$ cat config.mk
export PLATFORM = sky130hd
export DESIGN_NAME = ext_sram_bridge
export DESIGN_NICKNAME = d
export VERILOG_FILES = /design/src/rtl/ext_sram_bridge.sv
export SDC_FILE = /design/constraint.sdc
export NUM_CORES = 1
export LEC_CHECK = 0
export CORE_MARGIN = 2
export CORE_UTILIZATION = 40
export CTS_BUF_LIST = sky130_fd_sc_hd__clkbuf_4 sky130_fd_sc_hd__clkbuf_8
export DETAILED_ROUTE_END_ITERATION = 8
export PLACE_DENSITY = 0.77
export SLEW_MARGIN = 20
export SYNTH_ARGS = -nofsm -noshare
export SYNTH_HDL_FRONTEND = slang
export SYNTH_SLANG_ARGS = --single-unit
$ cat constraint.sdc
create_clock -name clk -period 2.53 [get_ports clk]
set_clock_uncertainty 0.1 [all_clocks]
set_input_delay 0.759 -clock clk [delete_from_list [all_inputs] [get_ports clk]]
set_output_delay 0.759 -clock clk [all_outputs]
set_load 0.01 [all_outputs]
$ cat src/rtl/ext_sram_bridge.sv
// Purpose : bridges a 32-bit CPU memory request onto an 8-bit async SRAM, one byte per SETUP/STROBE/HOLD cycle.
// Latency : 4*(2+WAIT_CYCLES) edges from acceptance to DONE; req_ready is a one-cycle pulse in DONE.
// Backpr. : busy is high for the whole access; requests are only sampled in IDLE, all others ignored.
//
// Ports:
//   clk, rst_n                 clock, asynchronous active-low reset
//   req_addr/req_wdata         CPU byte address and write data (latched at acceptance)
//   req_read/req_write         request strobes, gated by req_enable; write wins if both are set
//   req_rdata, req_ready, busy assembled read word, completion pulse, access in progress
//   sram_*                     registered SRAM address, data, drive enable and active-low controls
module ext_sram_bridge #(
    parameter int ADDR_W      = 20,
    parameter int WAIT_CYCLES = 2
) (
    input  logic              clk,
    input  logic              rst_n,
    input  logic [31:0]       req_addr,
    input  logic [31:0]       req_wdata,
    input  logic              req_read,
    input  logic              req_write,
    input  logic              req_enable,
    output logic [31:0]       req_rdata,
    output logic              req_ready,
    output logic              busy,
    output logic [ADDR_W-1:0] sram_addr,
    output logic [7:0]        sram_dq_out,
    input  logic [7:0]        sram_dq_in,
    output logic              sram_dq_oe,
    output logic              sram_ce_n,
    output logic              sram_oe_n,
    output logic              sram_we_n
);

    typedef enum logic [2:0] {
        S_IDLE,
        S_SETUP,
        S_STROBE,
        S_HOLD,
        S_DONE
    } state_t;

    // wait_cnt is loaded with WAIT_CYCLES-1 and counts down to zero, giving WAIT_CYCLES strobe cycles.
    localparam logic [3:0] STROBE_LAST = 4'(WAIT_CYCLES - 1);

    state_t              state, state_nxt;
    logic [1:0]          byte_idx, byte_nxt;
    logic [3:0]          wait_cnt, wait_nxt;
    logic [ADDR_W-3:0]   word_addr, addr_nxt;
    logic [31:0]         wdata_q, wdata_nxt;
    logic                is_wr, wr_nxt;
    logic [31:0]         shadow, shadow_nxt;
    logic [31:0]         rdata_nxt;
    logic                active_nxt;

    // Byte offset and address bits above the SRAM range alias onto the same word.
    logic unused_addr_bits;
    assign unused_addr_bits = ^{req_addr[31:ADDR_W], req_addr[1:0]};

    always_comb begin
        state_nxt  = state;
        byte_nxt   = byte_idx;
        wait_nxt   = wait_cnt;
        addr_nxt   = word_addr;
        wdata_nxt  = wdata_q;
        wr_nxt     = is_wr;
        shadow_nxt = shadow;
        rdata_nxt  = req_rdata;
        case (state)
            S_IDLE: begin
                if (req_enable && (req_read || req_write)) begin
                    addr_nxt  = req_addr[ADDR_W-1:2];
                    wdata_nxt = req_wdata;
                    wr_nxt    = req_write;
                    byte_nxt  = 2'd0;
                    state_nxt = S_SETUP;
                end
            end
            S_SETUP: begin
                wait_nxt  = STROBE_LAST;
                state_nxt = S_STROBE;
            end
            S_STROBE: begin
                if (wait_cnt == 4'd0) begin
                    state_nxt = S_HOLD;
                    // Sample the SRAM at the end of the last oe_n-low cycle.
                    if (!is_wr) begin
                        shadow_nxt[{byte_idx, 3'b000} +: 8] = sram_dq_in;
                    end
                end else begin
                    wait_nxt = wait_cnt - 4'd1;
                end
            end
            S_HOLD: begin
                if (byte_idx == 2'd3) begin
                    state_nxt = S_DONE;
                    if (!is_wr) begin
                        rdata_nxt = shadow;
                    end
                end else begin
                    byte_nxt  = byte_idx + 2'd1;
                    state_nxt = S_SETUP;
                end
            end
            S_DONE: begin
                state_nxt = S_IDLE;
            end
            default: begin
                state_nxt = S_IDLE;
            end
        endcase
    end

    assign active_nxt = (state_nxt == S_SETUP) || (state_nxt == S_STROBE) || (state_nxt == S_HOLD);

    // Every output is registered from the next-state values, so pins change exactly on state entry
    // and no request input reaches an SRAM pin combinationally.
    always_ff @(posedge clk or negedge rst_n) begin
        if (!rst_n) begin
            state       <= S_IDLE;
            byte_idx    <= 2'd0;
            wait_cnt    <= 4'd0;
            word_addr   <= '0;
            wdata_q     <= 32'd0;
            is_wr       <= 1'b0;
            shadow      <= 32'd0;
            req_rdata   <= 32'd0;
            req_ready   <= 1'b0;
            busy        <= 1'b0;
            sram_addr   <= '0;
            sram_dq_out <= 8'd0;
            sram_dq_oe  <= 1'b0;
            sram_ce_n   <= 1'b1;
            sram_oe_n   <= 1'b1;
            sram_we_n   <= 1'b1;
        end else begin
            state       <= state_nxt;
            byte_idx    <= byte_nxt;
            wait_cnt    <= wait_nxt;
            word_addr   <= addr_nxt;
            wdata_q     <= wdata_nxt;
            is_wr       <= wr_nxt;
            shadow      <= shadow_nxt;
            req_rdata   <= rdata_nxt;
            req_ready   <= (state_nxt == S_DONE);
            busy        <= (state_nxt != S_IDLE);
            sram_ce_n   <= !active_nxt;
            sram_oe_n   <= !((state_nxt == S_STROBE) && !wr_nxt);
            sram_we_n   <= !((state_nxt == S_STROBE) && wr_nxt);
            sram_dq_oe  <= active_nxt && wr_nxt;
            // Address and data stay put through HOLD so we_n rises a full cycle before they move.
            if (active_nxt) begin
                sram_addr   <= {addr_nxt, byte_nxt};
                sram_dq_out <= wdata_nxt[{byte_nxt, 3'b000} +: 8];
            end
        end
    end

endmodule

==> flow_summary.json, run 1 <==
{
  "status": "finished, final reports clean",
  "hold_violations": 0,
  "drc": 0,
  "boundaryPins": 143,
  "hpwl_um": 10100,
  "dieArea_um2": 17100,
  "coreArea_um2": 15800,
  "ys_ff_latch": 158,
  "die_w_um": 131,
  "syn_nets": 565,
  "endpoint_kind": "flop",
  "yosys_warnings": 0,
  "dieHeight_um": 131,
  "setup_viol": 0,
  "synth_edf_count": 0,
  "avgRoutedWirePerCell_um": 16.3,
  "cp.required_ns": 2.73,
  "multi_input_area_um2": 2310,
  "cts_sinks": 158,
  "grt-ovfl-total": 0,
  "totalWireLength_um": 14000,
  "netlist_area_um2": 6420,
  "antenna_found_initial": 0,
  "avgSynthCellArea_um2": 13.4,
  "drt_iter0_markers": 255,
  "grt_usage": 0.173,
  "cts_max_path_buffers": 2,
  "grt_pass1_vias": 4531,
  "synthTopCellsByCount": "155 x dfrtp_1, 83 x nand2_1, 82 x mux2_2",
  "n_antenna_cell": 0,
  "cts-resized-gates": 0,
  "grt_max_degree": 61,
  "fin_ws_ns": 0.116,
  "netlist.area_leader.share": 0.604,
  "p_leak_uw": 0.00356,
  "drtPass1Iterations": 4,
  "maxCapViolCount": 0,
  "postPlaceCellArea_um2": 8130,
  "timing.fmax_mhz": 414,
  "post_cts_buffers": 0,
  "power_uw": 11200,
  "ys_async_sr_fraction": 1.00,
  "initial_core_util": 0.407,
  "nets": 713,
  "whs_ns": 0.0898,
  "ant_nets": 0,
  "seq_area_frac_synth": 0.616,
  "n_fill_cell": 1351,
  "synth.most_common_cell": "dfrtp_1",
  "insertion_delay_ns": 0.44,
  "fin_setup_tns_ns": 0,
  "final.period_utilization": 0.954,
  "slew_headroom": 0.677,
  "yosysUniqueCellTypes": 36,
  "seq_area_um2": 3960,
  "cts_buffers": 17,
  "grt_pass1_wl_um": 22700,
  "pre_cts_slack_ns": -0.275,
  "start_kind": "flop",
  "drive_gt1_frac": 0.257,
  "hold_path.class": "in2async",
  "worst-setup-path-type": "reg2reg",
  "root_buffer": "clkbuf_8",
  "num_vias": 4216,
  "row_count": 46,
  "final_area_um2": 8490,
  "postCtsHoldBufs": 0,
  "p_per_area_nw_per_um2": 1320,
  "clk_pin_slew_ns": 0.09,
  "worst_slew_pin_slew_ns": 0.483,
  "cts_tree": "yes",
  "yosys.area.top_type": "dfrtp_1",
  "grt_setup_unrepaired": "true",
  "post_drt_via_cell_ratio": 4.92,
  "synth_ff_type": "dfrtp_1",
  "place_congestion": 0.790,
  "synthesis.instances": 480,
  "cp.arrival_ns": 2.61,
  "h-tree-depth": 4,
  "crit_fanout": 16,
  "ys_top_cells_by_area": "dfrtp_1 60%, mux2_2 14%, nand2_1 4.8%",
  "fin_crit_ns": 2.41,
  "area_delta_synth_final_pct": 32.1,
  "slew_violations": 0,
  "portBuffers": 128,
  "ir_drop_mv": 0.703
}
worst max-delay path, cell delays in order (launching register included):
cell     delay [ns]
dfrtp_1        0.41
inv_1          0.09
ha_1           0.18
or3b_2         0.48
nor4_2         0.31
nand2_1        0.39
nand2_1        0.20
o21ai_0        0.12
path summary, 6_finish.rpt:
kind                             start         end  slack [ns]  cells past startpoint
setup / recovery           wait_cnt[0]  shadow[21]        0.12                      7
hold / removal                   rst_n  shadow[27]        0.09                      1
setup reg to reg           wait_cnt[0]  shadow[21]        0.12                      7
hold reg to reg             shadow[31]  shadow[31]        0.38                      2
max in group asynchronous        rst_n   sram_we_n        1.58                      2
min in group clk            shadow[31]  shadow[31]        0.38                      2
flip-flops by register name (all words and copies together), names as in the netlist, 2 cells and up:
| register | count |
|---|---|
| req_rdata | 32 |
| shadow | 32 |
| wdata_q | 32 |
| sram_addr | 20 |
| word_addr | 18 |
| sram_dq_out | 8 |
| wait_cnt | 4 |
| state | 3 |
| byte_idx | 2 |
final cells by class:
| class | count | share of cell area |
|---|---|---|
| clock buffers | 22 | 0.0342 |
| clock inverters | 10 | 0.00781 |
| inverters | 9 | 0.00398 |
| multi-input cells | 292 | 0.272 |
| flip-flops and latches | 158 | 0.466 |
| well taps | 216 | 0.0318 |
| repair buffers | 150 | 0.184 |
metal layers:
| metal | wire length [µm] | track usage | up-vias | part of all wire |
|---|---|---|---|---|
| li1 | - | - | 1945 | - |
| met1 | 5810 | 0.219 | 2122 | 0.42 |
| met2 | 6770 | 0.272 | 139 | 0.49 |
| met3 | 1250 | 0.0745 | 10 | 0.089 |
| met4 | 126 | 0.0538 | 0 | 0.0090 |
| met5 | 0 | 0 | - | 0 |
metrics by stage:
stage	util	cells
after floorplan	-	480
after global placement	0.516	825
after detailed placement	0.516	825
after CTS	0.538	857
after global routing	0.538	857
final	0.538	857
kinds of logic after synthesis:
kind of cell	share of synthesized area
DFF	0.616
muxes	0.215
and+or+nand+nor	0.0750
AOI/OAI and AO/OA	0.0512
buffers and inverters	0.0263
adders and majority gates	0.0156
xor gates and xnor gates	0.00136
where the power goes:
part	internal, µW	switching, µW	total [µW]
sequential	3770	617	4390
clock	771	879	1650
combinational	2970	2200	5170
total	7510	3690	11200
placed cells by master, fill, tap and decap left out, types with 2 or more instances in the layout:
cell type and n:
a21oi_1 2, buf_12 9, buf_4 13, clkbuf_4 2, clkbuf_8 20, clkdlybuf4s50_1 127
clkinv_2 4, clkinvlp_4 5, dfrtp_1 155, dfstp_2 3, ha_1 8, inv_1 8
mux2_2 82, mux2_4 19, mux2i_1 17, nand2_1 83, nand2b_1 2, nor2_1 3
nor2b_1 2, nor3_1 3, nor3b_1 4, o21a_1 3, o21ai_0 37, o21ai_1 2
o221ai_1 8, or3_1 2
(Power assumes the default switching activity.)
==> run 2, diff against run 1 <==
--- a/config.mk
+++ b/config.mk
@@ -6,10 +6,10 @@
 export NUM_CORES = 1
 export LEC_CHECK = 0
 export CORE_MARGIN = 2
-export CORE_UTILIZATION = 40
+export CORE_UTILIZATION = 52
 export CTS_BUF_LIST = sky130_fd_sc_hd__clkbuf_4 sky130_fd_sc_hd__clkbuf_8
 export DETAILED_ROUTE_END_ITERATION = 8
-export PLACE_DENSITY = 0.77
+export PLACE_DENSITY = 0.93
 export SLEW_MARGIN = 20
 export SYNTH_ARGS = -nofsm -noshare
 export SYNTH_HDL_FRONTEND = slang
==> flow_summary.json, run 2 (synthesis gave the netlist of run 1 again) <==
{
  "status": "finished, final reports clean",
  "initial_core_util": 0.535,
  "hold_violations": 0,
  "p_leak_uw": 0.00360,
  "seq_area_um2": 3960,
  "die_w_um": 115,
  "p_per_area_nw_per_um2": 1370,
  "cts_sinks": 158,
  "dieArea_um2": 13300,
  "postCtsHoldBufs": 0,
  "grt_pass1_wl_um": 23300,
  "fin_setup_tns_ns": 0,
  "boundaryPins": 143,
  "grt_pass1_vias": 4571,
  "reg_top3": "req_rdata: 32 flops, shadow: 32 flops, wdata_q: 32 flops",
  "hpwl_um": 10200,
  "cts_tree": "yes",
  "maxCapViolCount": 0,
  "antenna_found_initial": 0,
  "slowest_delay_ns": 0.57,
  "cts_buffers": 17,
  "insertion_delay_ns": 0.45,
  "critical_path.top_delay_family": "buffers and inverters",
  "fin_util": 0.705,
  "setup_viol": 0,
  "path_cells": "clkdlybuf4s50_1",
  "grt-ovfl-total": 0,
  "post_cts_buffers": 0,
  "timing.fmax_mhz": 415,
  "dieHeight_um": 115,
  "cp_slowest_cell": "clkdlybuf4s50_1",
  "ant_nets": 0,
  "place_congestion": 0.774,
  "slew_headroom": 0.680,
  "clk_pin_slew_ns": 0.08,
  "drc": 0,
  "postPlaceCellArea_um2": 8040,
  "coreArea_um2": 12000,
  "ir_drop_mv": 0.778,
  "layout_common_cells": "155 x dfrtp_1, 127 x clkdlybuf4s50_1, 83 x nand2_1, 82 x mux2_2, 37 x o21ai_0",
  "drive_gt1_frac": 0.259,
  "num_vias": 4302,
  "layout_commonest_cell": "dfrtp_1",
  "portBuffers": 128,
  "n_fill_cell": 816,
  "hold_path.class": "in2async",
  "start_kind": "flop",
  "worst-setup-path-type": "reg2out",
  "slew_violations": 0,
  "crit_fanout": 1,
  "multi_input_area_um2": 2310,
  "h-tree-depth": 4,
  "drt_iter0_markers": 300,
  "cts_max_path_buffers": 2,
  "cts-resized-gates": 0,
  "cp.arrival_ns": 1.55,
  "final.period_utilization": 0.951,
  "totalWireLength_um": 14400,
  "worst_slew_pin_slew_ns": 0.480,
  "root_buffer": "clkbuf_8",
  "area_delta_synth_final_pct": 31.8,
  "post_drt_via_cell_ratio": 5.45,
  "grt_setup_unrepaired": "true",
  "grt_usage": 0.231,
  "placed_cells": 757,
  "final_cells": 789,
  "endpoint_kind": "output port",
  "fin_crit_ns": 2.41,
  "drtPass1Iterations": 4,
  "row_count": 40,
  "avgRoutedWirePerCell_um": 18.2,
  "cp.required_ns": 1.67,
  "grt_max_degree": 52,
  "critical_path_buf_inv_count": 1,
  "final_area_um2": 8470,
  "nets": 714,
  "n_antenna_cell": 0
}
-- run 2: path summary, 6_finish.rpt --
| check | startpoint | endpoint | slack (ns) | depth (start not counted) |
|---|---|---|---|---|
| max reg2reg | wait_cnt[0] | shadow[31] | 0.16 | 6 |
| max in group asynchronous | rst_n | sram_ce_n | 1.51 | 2 |
| min in group clk | shadow[17] | shadow[17] | 0.38 | 2 |
| min | rst_n | req_rdata[30] | 0.16 | 1 |
| min reg2reg | shadow[17] | shadow[17] | 0.38 | 2 |
| max | sram_we_n | sram_we_n | 0.12 | 1 |
-- run 2: power by group --
part	switching, µW	internal [µW]	total [µW]
Sequential	655	3770	4430
Combinational	2230	2980	5210
Clock	900	1090	1990
-- run 2: stage by stage --
step	total power [µW]	setup slack (ns)	hold WS, ns
3_3_place_gp	9290	-0.228	0.357
2_1_floorplan	7400	0.247	0.344
3_5_place_dp	9670	-0.260	0.369
5_1_grt	12300	-0.0723	0.160
4_1_cts	11700	0.0914	0.144
6_report	11600	0.123	0.162
-- run 2: cell type report --
type / instances / area share
clock buffers: 22 / 0.0350
well taps: 147 / 0.0217
repair buffers: 151 / 0.184
multi-input cells: 292 / 0.273
flip-flops and latches: 158 / 0.467
inverters: 9 / 0.00399
clock inverters: 10 / 0.0160
-- run 2: layer usage --
metal | up-vias | GRT usage | part of all wire
li1 | 1961 | - | -
met1 | 2158 | 0.275 | 0.40
met3 | 23 | 0.0796 | 0.074
met4 | 0 | 0.0779 | 0.016
met5 | - | 0 | 0
met2 | 160 | 0.395 | 0.51
